$ cat src/rtl/booth_mult_32.sv
// booth_mult_32 : iterative radix-2 Booth signed multiplier, 32 x 32 -> low 32 bits.
// One Booth step per clock through a 32-bit carry-lookahead add/sub plus a
// sign-extension bit, then a 66-bit arithmetic right shift of {acc, q, q_m1}.
// Optional feature macro: MULT_OVF_DETECT_EN (registered signed-overflow flag).
module booth_mult_32 #(
  parameter int WIDTH = 32,
  parameter int CNT_W = 5
) (
  input  logic             clock,
  input  logic             reset_n,
  input  logic             start,
  input  logic [WIDTH-1:0] operand_a,
  input  logic [WIDTH-1:0] operand_b,
  output logic             busy,
  output logic             result_rdy,
  output logic [WIDTH-1:0] result,
  output logic             overflow
);

  typedef enum logic [1:0] {
    IDLE = 2'd0,
    RUN  = 2'd1,
    DONE = 2'd2
  } state_t;

  state_t           state_r;
  state_t           state_s;
  logic             accept_s;
  logic             last_step_s;

  logic [WIDTH:0]   m_r;
  logic [WIDTH:0]   acc_r;
  logic [WIDTH-1:0] q_r;
  logic             qm1_r;
  logic [CNT_W-1:0] cnt_r;
  logic             result_rdy_r;
  logic [WIDTH-1:0] result_r;

  logic [WIDTH:0]   acc_sum_s;
  logic [WIDTH:0]   acc_sh_s;
  logic [WIDTH-1:0] q_sh_s;
  logic             qm1_sh_s;

  // 33-bit add/sub: low 32 bits via generate/propagate carry chain, bit 32
  // rebuilt from the sign bits and the carry out of bit 31 so M = -2^31 never wraps.
  function automatic logic [WIDTH:0] addsub33(input logic [WIDTH:0] a,
                                              input logic [WIDTH:0] b,
                                              input logic           sub);
    logic [WIDTH-1:0] bx;
    logic [WIDTH-1:0] g;
    logic [WIDTH-1:0] p;
    logic [WIDTH:0]   c;
    logic [WIDTH:0]   r;
    bx   = sub ? ~b[WIDTH-1:0] : b[WIDTH-1:0];
    g    = a[WIDTH-1:0] & bx;
    p    = a[WIDTH-1:0] ^ bx;
    c[0] = sub;
    for (int i = 0; i < WIDTH; i++) begin
      c[i+1] = g[i] | (p[i] & c[i]);
    end
    r[WIDTH-1:0] = p ^ c[WIDTH-1:0];
    r[WIDTH]     = a[WIDTH] ^ (sub ? ~b[WIDTH] : b[WIDTH]) ^ c[WIDTH];
    return r;
  endfunction

  // Booth recode of {q[0], q_-1}, add/sub into acc, then arithmetic shift right.
  always_comb begin
    acc_sum_s = acc_r;
    case ({q_r[0], qm1_r})
      2'b01:   acc_sum_s = addsub33(acc_r, m_r, 1'b0);
      2'b10:   acc_sum_s = addsub33(acc_r, m_r, 1'b1);
      default: acc_sum_s = acc_r;
    endcase
    acc_sh_s = {acc_sum_s[WIDTH], acc_sum_s[WIDTH:1]};
    q_sh_s   = {acc_sum_s[0], q_r[WIDTH-1:1]};
    qm1_sh_s = q_r[0];
  end

  // State register.
  always_ff @(posedge clock) begin
    if (!reset_n) begin
      state_r <= IDLE;
    end else begin
      state_r <= state_s;
    end
  end

  // Next-state logic plus accept / final-step strobes.
  always_comb begin
    state_s     = state_r;
    accept_s    = 1'b0;
    last_step_s = 1'b0;
    case (state_r)
      IDLE: begin
        if (start) begin
          accept_s = 1'b1;
          state_s  = RUN;
        end else begin
          state_s  = IDLE;
        end
      end
      RUN: begin
        if (cnt_r == {CNT_W{1'b1}}) begin
          last_step_s = 1'b1;
          state_s     = DONE;
        end else begin
          state_s     = RUN;
        end
      end
      DONE: begin
        if (start) begin
          accept_s = 1'b1;
          state_s  = RUN;
        end else begin
          state_s  = IDLE;
        end
      end
      default: state_s = IDLE;
    endcase
  end

  // Datapath: operand load on accept, one Booth step per RUN cycle, result capture.
  always_ff @(posedge clock) begin
    if (!reset_n) begin
      m_r          <= {(WIDTH+1){1'b0}};
      acc_r        <= {(WIDTH+1){1'b0}};
      q_r          <= {WIDTH{1'b0}};
      qm1_r        <= 1'b0;
      cnt_r        <= {CNT_W{1'b0}};
      result_rdy_r <= 1'b0;
      result_r     <= {WIDTH{1'b0}};
    end else if (accept_s) begin
      m_r          <= {operand_a[WIDTH-1], operand_a};
      acc_r        <= {(WIDTH+1){1'b0}};
      q_r          <= operand_b;
      qm1_r        <= 1'b0;
      cnt_r        <= {CNT_W{1'b0}};
      result_rdy_r <= 1'b0;
    end else if (state_r == RUN) begin
      acc_r        <= acc_sh_s;
      q_r          <= q_sh_s;
      qm1_r        <= qm1_sh_s;
      // hold at the last count so cnt only returns to 0 on the next accept
      cnt_r        <= last_step_s ? cnt_r : cnt_r + {{(CNT_W-1){1'b0}}, 1'b1};
      result_rdy_r <= last_step_s;
      if (last_step_s) begin
        result_r <= q_sh_s;
      end else begin
        result_r <= result_r;
      end
    end else begin
      result_rdy_r <= 1'b0;
    end
  end

`ifdef MULT_OVF_DETECT_EN
  logic overflow_r;

  // Overflow: upper product half is not a pure sign extension of product[31].
  always_ff @(posedge clock) begin
    if (!reset_n) begin
      overflow_r <= 1'b0;
    end else if (accept_s) begin
      overflow_r <= 1'b0;
    end else if (last_step_s) begin
      overflow_r <= (acc_sh_s[WIDTH-1:0] != {WIDTH{q_sh_s[WIDTH-1]}});
    end else begin
      overflow_r <= overflow_r;
    end
  end

  assign overflow = overflow_r;
`else
  assign overflow = 1'b0;
`endif

  assign busy       = (state_r == RUN);
  assign result_rdy = result_rdy_r;
  assign result     = result_r;

endmodule
$ cat config.mk
export PLATFORM = sky130hd
export DESIGN_NAME = booth_mult_32
export DESIGN_NICKNAME = d
export VERILOG_FILES = /design/src/rtl/booth_mult_32.sv
export SDC_FILE = /design/constraint.sdc
export NUM_CORES = 1
export LEC_CHECK = 0
export BUFFER_PORTS_ARGS = -buffer_cell sky130_fd_sc_hd__clkbuf_2
export CORE_MARGIN = 5
export CORE_UTILIZATION = 54
export CTS_BUF_LIST = sky130_fd_sc_hd__clkbuf_2
export DETAILED_ROUTE_END_ITERATION = 12
export GPL_ROUTABILITY_DRIVEN = 0
export PLACE_DENSITY = 0.84
export SLEW_MARGIN = 20
export SYNTH_ARGS = -nofsm -noshare
export SYNTH_HDL_FRONTEND = slang
export SYNTH_SLANG_ARGS = --single-unit
export TNS_END_PERCENT = 1
$ cat constraint.sdc
create_clock -name clock -period 12.5 [get_ports clock]
set_clock_uncertainty 0.1 [all_clocks]
set_input_delay 0 -clock clock [delete_from_list [all_inputs] [get_ports clock]]
set_output_delay 0 -clock clock [all_outputs]
set_load 0.01 [all_outputs]
==> out/metrics.cfg, run 1 <==
[run_status]
flow.stopped_at=clock tree synthesis (4_1_cts)
status=aborted with a tool error
error_line=[ERROR RSZ-0060] Max buffer count reached.

[floorplan]
start_util_pct=55.3
die_h_um=124
io_pins=102
rows=41
chipWidth_um=124

[placed_design]
dp_worst_setup_slack_ps=-446
place_area_um2=7610
port_buffers=100
dpl.hpwl_um=10600

[logic_synthesis]
yosysWarnings=0
synth-edff-count=0
synth-seq-cells=137
syn_inst=727
netlist.top_cell.by_area=dfxtp_1
synth_area_um2=7040
synth-async-reset-ratio_pct=0
netlist-cell-type-count=38
syn_nets=862
yosys-top-cells-area=dfxtp_1 (39%), fa_1 (18%), a21oi_1 (5.0%), a22o_1 (3.9%), a2111oi_1 (3.8%)
yosysSeqAreaShare_pct=39.0
synthFlopType=dfxtp_1
synth_top_area_share_pct=39.0
synth_area_per_cell_um2=9.68

[clock_tree]
cts_root_buf=clkbuf_2
holdBufCountCts=197
clk_path_buf_depth=2
numCtsBuffers=17
cts.sinks=137
post_cts_buffers=0
cts_resized=24
h-tree-depth=4

-- per-stage QoR --
step	instances	util [%]
2_1_floorplan	727	-
3_3_place_gp	948	59.8
3_5_place_dp	948	59.8
-- cells in the mapped netlist (3+ instances only) --
cell type  count
dfxtp_1      137
nand2_1       72
a21oi_1       71
inv_1         70
fa_1          62
nand3_1       33
a22o_1        31
a22oi_1       31
nor2b_1       31
nor3_1        30
a2111oi_0     29
a2111oi_1     27
clkbuf_1      26
buf_2         17
buf_1         12
buf_6          7
ha_1           6
nor2_1         6
and3_1         3
-- logic make-up after synthesis --
family,Yosys count,synth area share [%]
other,1,0.0533
flip-flops,137,39.0
AND/OR/NAND/NOR,182,12.4
buffers and inverters,135,8.35
adder cells (fa/ha/maj),68,18.7
XOR/XNOR,2,0.249
AO/OA/AOI/OAI,202,21.3
==> inputs of run 2 (changes only) <==
- CORE_UTILIZATION: 54 -> 40
- CTS_BUF_LIST: sky130_fd_sc_hd__clkbuf_2 -> unset
- PLACE_DENSITY: 0.84 -> unset
- PLACE_DENSITY_LB_ADDON: unset -> 0.15
- clock period: 12.5 -> 16.2 ns (I/O delays scaled with it)
==> out/metrics.cfg, run 2 <==
[worst_setup_path]
critical_path_arrival_ps=13980
critPathMostFrequentCell=fa_1
required_ps=16360
cp_slowest_cell=fa_1
critPathCaptureType=flip-flop
worstReg2RegEnd=acc_r[30]$_SDFFE_PP0P_
crit_type=reg2reg
critPathMaxFanout=3
rr_worst_depth=36
r2r-start=m_r[0]$_SDFFE_PN0P_
slowest_delay_ps=440
worst_setup_path_start_kind=flip-flop
r2r_setup_slack_ps=2380

[final_layout]
nets=992
final_cell_mix=dfxtp_1 (137), clkbuf_2 (100), nand2_1 (71), a21oi_1 (71), inv_1 (68)
nFillCells=1594
antenna_cells=0
final_common_cell=dfxtp_1
stdcell_count=1094
area_delta_synth_final_pct=25.2
drive_gt1_share_pct=17.1

[timing]
period_share_pct=85.3
hold_violations=0
final.min_clock_period_ps=13820
setup_viol=0
finalMaxSlewViolations=0
setup_tns_ps=0
grt_setup_unrepaired=false
max_freq_ghz=0.0724
tightest_slew_ps=917
slew_headroom_pct=38.9

[drt]
vias_per_cell=5.31
drtIter0Drc=247
drt-total-wl_um=17400
drc_errors=0
wl_per_cell_um=15.9
drt_pass1_iterations=5
ant_nets=0
vias=5804

[clock_tree]
clk_path_buf_depth=2  ; unchanged
cts.clk_slew.worst_paths_ps=60
cts.sinks=137  ; unchanged
cts_root_buf=clkbuf_16  ; was clkbuf_2
h-tree-depth=4  ; unchanged
clkLatencyLatePin_ps=420
tritoncts=done
cts_resized=0  ; was 24
numCtsBuffers=17  ; unchanged

[logic_synthesis]
yosys-top-cells-area=dfxtp_1 (39%), fa_1 (18%), a21oi_1 (5.0%), a22o_1 (3.9%), a2111oi_1 (3.8%)  ; unchanged
synthFlopType=dfxtp_1  ; unchanged
syn_nets=862  ; unchanged
synth-async-reset-ratio_pct=0  ; unchanged
netlist-cell-type-count=38  ; unchanged
synth_area_per_cell_um2=9.68  ; unchanged
yosysWarnings=0  ; unchanged
synth-edff-count=0  ; unchanged
synth-seq-cells=137  ; unchanged
yosysMostFrequentCell=dfxtp_1  ; unchanged
yosysSeqAreaShare_pct=39.0  ; unchanged
synth_area_um2=7040  ; unchanged
netlist.top_cell.by_area=dfxtp_1  ; unchanged
synth_top_area_share_pct=39.0  ; unchanged
synth_top_cells_by_count=dfxtp_1 (137), nand2_1 (72), a21oi_1 (71), inv_1 (70), fa_1 (62)  ; unchanged
syn_inst=727  ; unchanged

[flow_run]
drv_cap=0

[placed_design]
dpl.hpwl_um=10800  ; was 10600 µm
placedCellCount=996  ; was 948
port_buffers=100  ; unchanged

[power]
ir_drop_mv=0.0801
cellPowerDensity_nw_per_um2=99.3
p_leak_nw=3.18

[global_route]
antenna_found_initial=0
grt_overflow=0
grt_pass1_wl_um=29500
grt_pass1_vias=5944
grt_max_degree=98
grt_usage_pct=17.9

[run_status]
status=complete, no violations  ; was aborted with a tool error

[min_path]
holdPathStages=4
min-delay-path-class=in2reg
hold_path_end=m_r[2]$_SDFFE_PN0P_
hold_start=start

[floorplan]
start_util_pct=40.7  ; was 55.3%
chipWidth_um=143  ; was 124 µm
rows=48  ; was 41
coreArea_um2=17300
die_h_um=143  ; was 124 µm
dieArea_um2=20400
io_pins=102  ; unchanged

-- run 2: cell counts after synthesis --
Identical to the previous run, type by type.
-- run 2: cells by family (layout without fill, tap and decap cells) --
| group | after synthesis | count (layout) | share of synthesized area (%) |
|---|---|---|---|
| AOI/OAI and AO/OA | 202 | 202 | 21.3 |
| and+or+nand+nor | 182 | 182 | 12.4 |
| DFF | 137 | 137 | 39.0 |
| buffers and inverters | 135 | 277 | 8.35 |
| adders and majority gates | 68 | 68 | 18.7 |
| xor gates and xnor gates | 2 | 2 | 0.249 |
| other | 1 | 1 | 0.0533 |
-- run 2: what timing repair did --
action | CTS | global route
hold endpoints to repair | 65 | 0
setup buffers | 0 | 0
hold buffers | 67 | 0
-- run 2: worst max path at each step --
stage | startpoint | endpoint | cells past startpoint
floorplan | acc_r[0]$_SDFFE_PP0P_ | acc_r[30]$_SDFFE_PP0P_ | 37
global placement | acc_r[0]$_SDFFE_PP0P_ | acc_r[30]$_SDFFE_PP0P_ | 37
detailed placement | m_r[0]$_SDFFE_PN0P_ | acc_r[30]$_SDFFE_PP0P_ | 36
CTS | m_r[0]$_SDFFE_PN0P_ | acc_r[30]$_SDFFE_PP0P_ | 36
global route | acc_r[0]$_SDFFE_PP0P_ | acc_r[30]$_SDFFE_PP0P_ | 37
finish | m_r[0]$_SDFFE_PN0P_ | acc_r[30]$_SDFFE_PP0P_ | 36
-- run 2: where the power goes --
part           internal (W)  leakage, nW  switching (W)
Sequential         0.000353         1.12      0.0000127
Clock              0.000216        0.267       0.000153
Combinational     0.0000599         1.80      0.0000807
Total              0.000629         3.18       0.000246
-- run 2: layout make-up --
| class | count | area (µm²) | share of cell area [%] |
|---|---|---|---|
| clock buffers | 19 | 443 | 5.02 |
| clock inverters | 12 | 119 | 1.35 |
| inverters | 71 | 267 | 3.02 |
| multi-input cells | 455 | 3730 | 42.3 |
| flip-flops and latches | 137 | 2740 | 31.1 |
| well taps | 225 | 282 | 3.19 |
| repair buffers | 175 | 1230 | 14.0 |
-- run 2: metrics by stage --
stage	hold WS [ps]	power (W)	instance area, µm²	worst slack [ps]	util (%)
after floorplan	36.0	0.000463	7040	3160	-
after global placement	123	0.000495	7580	2690	43.8
after detailed placement	132	0.000501	7580	2440	43.8
after CTS	13.2	0.000888	8810	2300	51.0
after global routing	38.1	0.000924	8820	1960	51.0
final	19.0	0.000875	8820	2380	51.0
-- run 2: metal layers --
metal | track usage, % | wire [µm]
met5 | 0 | 0
met3 | 5.59 | 997
met4 | 5.00 | 234
met1 | 23.2 | 7810
met2 | 28.9 | 8350
-- run 2: worst max-delay path: cells and delay by family, from the launching register on --
| family | cells | cell delay, ps |
|---|---|---|
| flip-flops | 1 | 360 |
| buffers and inverters | 1 | 50 |
| AO/OA/AOI/OAI | 3 | 520 |
| adder cells (fa/ha/maj) | 32 | 12630 |
No activity file was read; power rests on OpenSTA's default activity.
==> inputs of run 3 (changes only) <==
- HOLD_SLACK_MARGIN: unset -> 0.05
==> out/metrics.cfg, run 3 (synthesis gave the netlist of run 2 again) <==
[run_status]
status=complete, no violations  ; unchanged

[worst_setup_path]
worst_setup_path_start_kind=flip-flop  ; unchanged
critical_path_arrival_ps=13990  ; was 13980 ps
r2r-start=m_r[0]$_SDFFE_PN0P_  ; unchanged
rr_worst_depth=36  ; unchanged
worstReg2RegEnd=acc_r[30]$_SDFFE_PP0P_  ; unchanged
cp_slowest_cell=fa_1  ; unchanged
slowest_delay_ps=440  ; about the same
critPathMaxFanout=3  ; unchanged
required_ps=16360  ; about the same
critPathMostFrequentCell=fa_1  ; unchanged
crit_type=reg2reg  ; unchanged
critPathCaptureType=flip-flop  ; unchanged
r2r_setup_slack_ps=2370  ; was 2380 ps

[power]
switching_share_pct=28.2  ; was 28.1%
power_w=0.000882  ; was 0.000875 W
p_leak_nw=3.25  ; was 3.18 nW
ir_drop_mv=0.0801  ; about the same
cellPowerDensity_nw_per_um2=97.1  ; was 99.3 nW/µm²
power_frac_seq_pct=41.4  ; was 41.7%
power_frac_clock_pct=42.0  ; was 42.2%
p_sw_w=0.000249  ; was 0.000246 W
internal_power_w=0.000634  ; was 0.000629 W
pwr-share-comb_pct=16.6  ; was 16.1%

[placed_design]
port_buffers=100  ; unchanged
place_area_um2=7580  ; unchanged
dpl.hpwl_um=10800  ; unchanged
placedCellCount=996  ; unchanged

[min_path]
min-delay-path-class=in2reg  ; unchanged
hold_start=start  ; unchanged
hold_path_end=m_r[24]$_SDFFE_PN0P_  ; was m_r[2]$_SDFFE_PN0P_
holdPathStages=5  ; was 4

[clock_tree]
clk_path_buf_depth=2  ; unchanged
cts_root_buf=clkbuf_16  ; unchanged
post_cts_buffers=0  ; unchanged
clkLatencyLatePin_ps=420  ; about the same
cts.clk_slew.worst_paths_ps=60  ; about the same
cts.sinks=137  ; unchanged
holdBufCountCts=94  ; was 67
cts_resized=0  ; unchanged
numCtsBuffers=17  ; unchanged
tritoncts=done  ; unchanged
h-tree-depth=4  ; unchanged

[timing]
setup_tns_ps=0  ; unchanged
finalMaxSlewViolations=0  ; unchanged
tightest_slew_ps=919  ; was 917 ps
slew_headroom_pct=38.7  ; was 38.9%
setup_viol=0  ; unchanged
hold_violations=0  ; unchanged
max_freq_ghz=0.0723  ; was 0.0724 GHz
grt_setup_unrepaired=false  ; unchanged
final.min_clock_period_ps=13830  ; was 13820 ps
period_share_pct=85.3  ; about the same

[global_route]
use_met1_pct=23.5  ; was 23.2%
grt_util_met2_pct=29.5  ; was 28.9%
use_met3_pct=5.49  ; was 5.59%
grt_pass1_wl_um=29800  ; was 29500 µm
grt_overflow=0  ; unchanged
grt_pass1_vias=6015  ; was 5944
antenna_found_initial=0  ; unchanged
top_usage_layer=met2  ; unchanged
grt_usage_pct=18.1  ; was 17.9%
grt_max_degree=98  ; unchanged

[floorplan]
dieArea_um2=20400  ; unchanged
die_h_um=143  ; unchanged
io_pins=102  ; unchanged
rows=48  ; unchanged
coreArea_um2=17300  ; unchanged
start_util_pct=40.7  ; unchanged
chipWidth_um=143  ; unchanged

[drt]
wl_per_cell_um=15.7  ; was 15.9 µm
vias=5900  ; was 5804
ant_nets=0  ; unchanged
drt_pass1_iterations=7  ; was 5
drc_errors=0  ; unchanged
drt-total-wl_um=17600  ; was 17400 µm
drtIter0Drc=247  ; unchanged
vias_per_cell=5.26  ; was 5.31

[final_layout]
drive_gt1_share_pct=16.6  ; was 17.1%
nFillCells=1576  ; was 1594
stdcell_count=1121  ; was 1094
final_util_pct=52.5  ; was 51.0%
antenna_cells=0  ; unchanged
area_delta_synth_final_pct=29.1  ; was 25.2%
final_cell_mix=dfxtp_1 (137), clkbuf_2 (100), dlygate4sd3_1 (94)  ; was dfxtp_1 (137), clkbuf_2 (100), nand2_1 (71), a21oi_1 (71), inv_1 (68)
fin_area_um2=9090  ; was 8820 µm²
nets=1019  ; was 992
final_common_cell=dfxtp_1  ; unchanged

[flow_run]
drv_cap=0  ; unchanged

==> run 3: changes by cell type in the layout (fill, tap and decap cells not counted) <==
cell,previous run,this run
dlygate4sd3_1,67,94
==> run 3: cell type report <==
type / instances / area [µm²] / share of cell area [%]
multi-input cells: 455 / 3730 / 41.1
well taps: 225 / 282 / 3.10
inverters: 71 / 267 / 2.93
flip-flops and latches: 137 / 2740 / 30.2
repair buffers: 202 / 1500 / 16.5
clock buffers: 19 / 443 / 4.87
clock inverters: 12 / 119 / 1.31
==> run 3: layer usage <==
| layer | wire [µm] | vias up |
|---|---|---|
| li1 | - | 2863 |
| met1 | 8000 | 2876 |
| met2 | 8410 | 137 |
| met3 | 935 | 24 |
| met4 | 229 | 0 |
| met5 | 0 | - |
==> run 3: critical path, delay by kind of cell (launching register included) <==
kind / cells / cell delay (ps)
DFF: 1 / 360
adders and majority gates: 32 / 12620
AOI/OAI and AO/OA: 3 / 520
buffers and inverters: 1 / 50
==> run 3: stage by stage <==
| stage | hold WS (ps) | setup slack, ps |
|---|---|---|
| after floorplan | 36.0 | 3160 |
| after global placement | 123 | 2690 |
| after detailed placement | 132 | 2440 |
| after CTS | 240 | 2300 |
| after global routing | 295 | 1960 |
| final | 260 | 2370 |
==> run 3: how the worst max path moves through the flow <==
| stage | start | to | slack [ps] | depth (start not counted) |
|---|---|---|---|---|
| detailed placement | m_r[0]$_SDFFE_PN0P_ | acc_r[30]$_SDFFE_PP0P_ | 2440 | 36 |
| global route | acc_r[0]$_SDFFE_PP0P_ | acc_r[30]$_SDFFE_PP0P_ | 1960 | 37 |
| global placement | acc_r[0]$_SDFFE_PP0P_ | acc_r[30]$_SDFFE_PP0P_ | 2690 | 37 |
| floorplan | acc_r[0]$_SDFFE_PP0P_ | acc_r[30]$_SDFFE_PP0P_ | 3160 | 37 |
| CTS | m_r[0]$_SDFFE_PN0P_ | acc_r[30]$_SDFFE_PP0P_ | 2300 | 36 |
| finish | m_r[0]$_SDFFE_PN0P_ | acc_r[30]$_SDFFE_PP0P_ | 2370 | 36 |
==> run 3: power by group through the flow <==
stage	combinational (W)	clock [W]	sequential [W]
after floorplan	0.0000932	0	0.000369
after global placement	0.000123	0	0.000372
after detailed placement	0.000128	0	0.000373
after CTS	0.000148	0.000380	0.000365
after global routing	0.000167	0.000396	0.000368
final	0.000146	0.000371	0.000365
==> inputs of run 4 (changes only) <==
- CORE_ASPECT_RATIO: unset -> 1.25
- CTS_CLUSTER_DIAMETER: unset -> 200
- REMOVE_ABC_BUFFERS: unset -> 1
==> out/metrics.cfg, run 4 (synthesis gave the netlist of run 2 again) <==
[drt]
ant_nets=0  ; unchanged
wl_per_cell_um=15.5  ; was 15.7 µm
vias_per_cell=5.26  ; about the same
vias=5929  ; was 5900
drtIter0Drc=417  ; was 247
drt_pass1_iterations=4  ; was 7
drc_errors=0  ; unchanged
drt-total-wl_um=17400  ; was 17600 µm

[final_layout]
fin_area_um2=9180  ; was 9090 µm²
antenna_cells=0  ; unchanged
multi_input_comb_area_um2=3730  ; about the same
ff_latch_area_um2=2740  ; unchanged
nFillCells=1547  ; was 1576
stdcell_count=1127  ; was 1121
final_cell_mix=dfxtp_1 (137), dlygate4sd3_1 (100), clkbuf_2 (100)  ; was dfxtp_1 (137), clkbuf_2 (100), dlygate4sd3_1 (94)
area_delta_synth_final_pct=30.3  ; was 29.1%
drive_gt1_share_pct=16.6  ; about the same
final_common_cell=dfxtp_1  ; unchanged
nets=1025  ; was 1019

[timing]
final.min_clock_period_ps=13700  ; was 13830 ps
tightest_slew_ps=1050  ; was 919 ps
hold_violations=0  ; unchanged
setup_slack_ps=2500  ; was 2370 ps
slew_headroom_pct=30.0  ; was 38.7%
setup_viol=0  ; unchanged
grt_setup_unrepaired=false  ; unchanged
finalMaxSlewViolations=0  ; unchanged
period_share_pct=84.6  ; was 85.3%
setup_tns_ps=0  ; unchanged
max_freq_ghz=0.0730  ; was 0.0723 GHz

[worst_setup_path]
r2r_setup_slack_ps=2500  ; was 2370 ps
path_delay_family=adder cells  ; unchanged
slowest_delay_ps=430  ; was 440 ps
crit_cells=37  ; was 36
cp_slowest_cell=fa_1  ; unchanged
critPathMaxFanout=4  ; was 3
crit_type=reg2reg  ; unchanged
required_ps=16380  ; was 16360 ps
r2r-start=acc_r[0]$_SDFFE_PP0P_  ; was m_r[0]$_SDFFE_PN0P_
rr_worst_depth=37  ; was 36
critPathCaptureType=flip-flop  ; unchanged
critPathBufInv=2  ; was 1
worst_setup_path_start_kind=flip-flop  ; unchanged
critPathMostFrequentCell=fa_1  ; unchanged
cp-startpoint=acc_r[0]$_SDFFE_PP0P_  ; was m_r[0]$_SDFFE_PN0P_
critical_path_arrival_ps=13880  ; was 13990 ps
crit_path_end=acc_r[30]$_SDFFE_PP0P_  ; unchanged
worstReg2RegEnd=acc_r[30]$_SDFFE_PP0P_  ; unchanged

[global_route]
grt_usage_pct=17.8  ; was 18.1%
grt_max_degree=120  ; was 98
grt_pass1_wl_um=29900  ; was 29800 µm
grt_pass1_vias=6278  ; was 6015
antenna_found_initial=0  ; unchanged
grt_overflow=0  ; unchanged

[clock_tree]
h-tree-depth=4  ; unchanged
tritoncts=done  ; unchanged
cts_root_buf=clkbuf_16  ; unchanged
clk_path_buf_depth=2  ; unchanged
clkLatencyLatePin_ps=410  ; was 420 ps
cts.sinks=137  ; unchanged
post_cts_buffers=0  ; unchanged
numCtsBuffers=17  ; unchanged
cts_resized=0  ; unchanged
cts.clk_slew.worst_paths_ps=70  ; was 60 ps

[power]
p_leak_nw=3.35  ; was 3.25 nW
power_w=0.000899  ; was 0.000882 W
ir_drop_mv=0.0898  ; was 0.0801 mV
cellPowerDensity_nw_per_um2=98.0  ; was 97.1 nW/µm²

[placed_design]
dp_worst_setup_slack_ps=2570  ; was 2440 ps
port_buffers=100  ; unchanged
dpl.hpwl_um=10800  ; about the same
placedCellCount=995  ; was 996
place_area_um2=7580  ; about the same

[floorplan]
chipWidth_um=129  ; was 143 µm
coreArea_um2=17400  ; was 17300 µm²
io_pins=102  ; unchanged
dieArea_um2=20400  ; about the same
start_util_pct=40.5  ; was 40.7%
rows=54  ; was 48
die_h_um=158  ; was 143 µm

[min_path]
min-delay-path-class=in2reg  ; unchanged

[flow_run]
drv_cap=0  ; unchanged

[run_status]
status=complete, no violations  ; unchanged

## run 4: cell count changes in the layout (fill, tap and decap cells not counted)
cell | before | now
dlygate4sd3_1 | 94 | 100
inv_8 | 0 | 4
buf_4 | 8 | 7
buf_6 | 0 | 1
clkbuf_1 | 1 | 0
clkinv_2 | 1 | 0
clkinv_4 | 3 | 2
clkinvlp_4 | 3 | 2
inv_6 | 4 | 5
nand2_1 | 71 | 72
nand2_2 | 1 | 0
## run 4: worst reg2reg max path, delay by kind of cell, from the launching register on
kind	cells	cell delay, ps
AO/OA/AOI/OAI	3	510
adder cells (fa/ha/maj)	32	12520
buffers and inverters	2	110
flip-flops	1	330
## run 4: per-layer routing
metal / up-vias / global-route usage [%] / share of wire, %
li1: 2875 / - / -
met2: 126 / 30.5 / 50
met4: 0 / 6.05 / 1.6
met3: 21 / 4.06 / 5.1
met5: - / 0 / 0
met1: 2907 / 22.3 / 44
## run 4: layout make-up
type | instances | share of cell area (%)
Clock buffer | 18 | 4.79
Sequential cell | 137 | 29.9
Inverter | 71 | 2.90
Multi-Input combinational cell | 455 | 40.7
Clock inverter | 14 | 1.65
Timing Repair Buffer | 208 | 17.1
Tap cell | 224 | 3.05
## run 4: timing repair
action                     in CTS  in global routing
setup endpoints to repair       0                  0
hold buffers                  100                  0
hold endpoints to repair       66                  0
## run 4: metrics by stage
step | utilization, % | hold WS (ps)
4_1_cts | 52.8 | 240
3_5_place_dp | 43.7 | 131
3_3_place_gp | 43.6 | 127
5_1_grt | 52.8 | 253
6_report | 52.8 | 253
2_1_floorplan | - | 36.0
## run 4: worst min-delay path by stage
stage	slack (ps)	end	cells after the start	from
after CTS	240	m_r[0]$_SDFFE_PN0P_	5	start
after global placement	130	m_r[19]$_SDFFE_PN0P_	3	operand_a[19]
after global routing	250	m_r[25]$_SDFFE_PN0P_	4	operand_a[25]
final	250	q_r[28]$_SDFFE_PN0P_	5	start
after floorplan	40	m_r[10]$_SDFFE_PN0P_	2	operand_a[10]
after detailed placement	130	m_r[10]$_SDFFE_PN0P_	3	operand_a[10]
## run 4: where the power goes
group,switching [W],internal [W],leakage [nW]
clock,0.000165,0.000222,0.286
combinational,0.0000813,0.0000657,1.94
sequential,0.0000124,0.000353,1.12
total,0.000258,0.000641,3.35
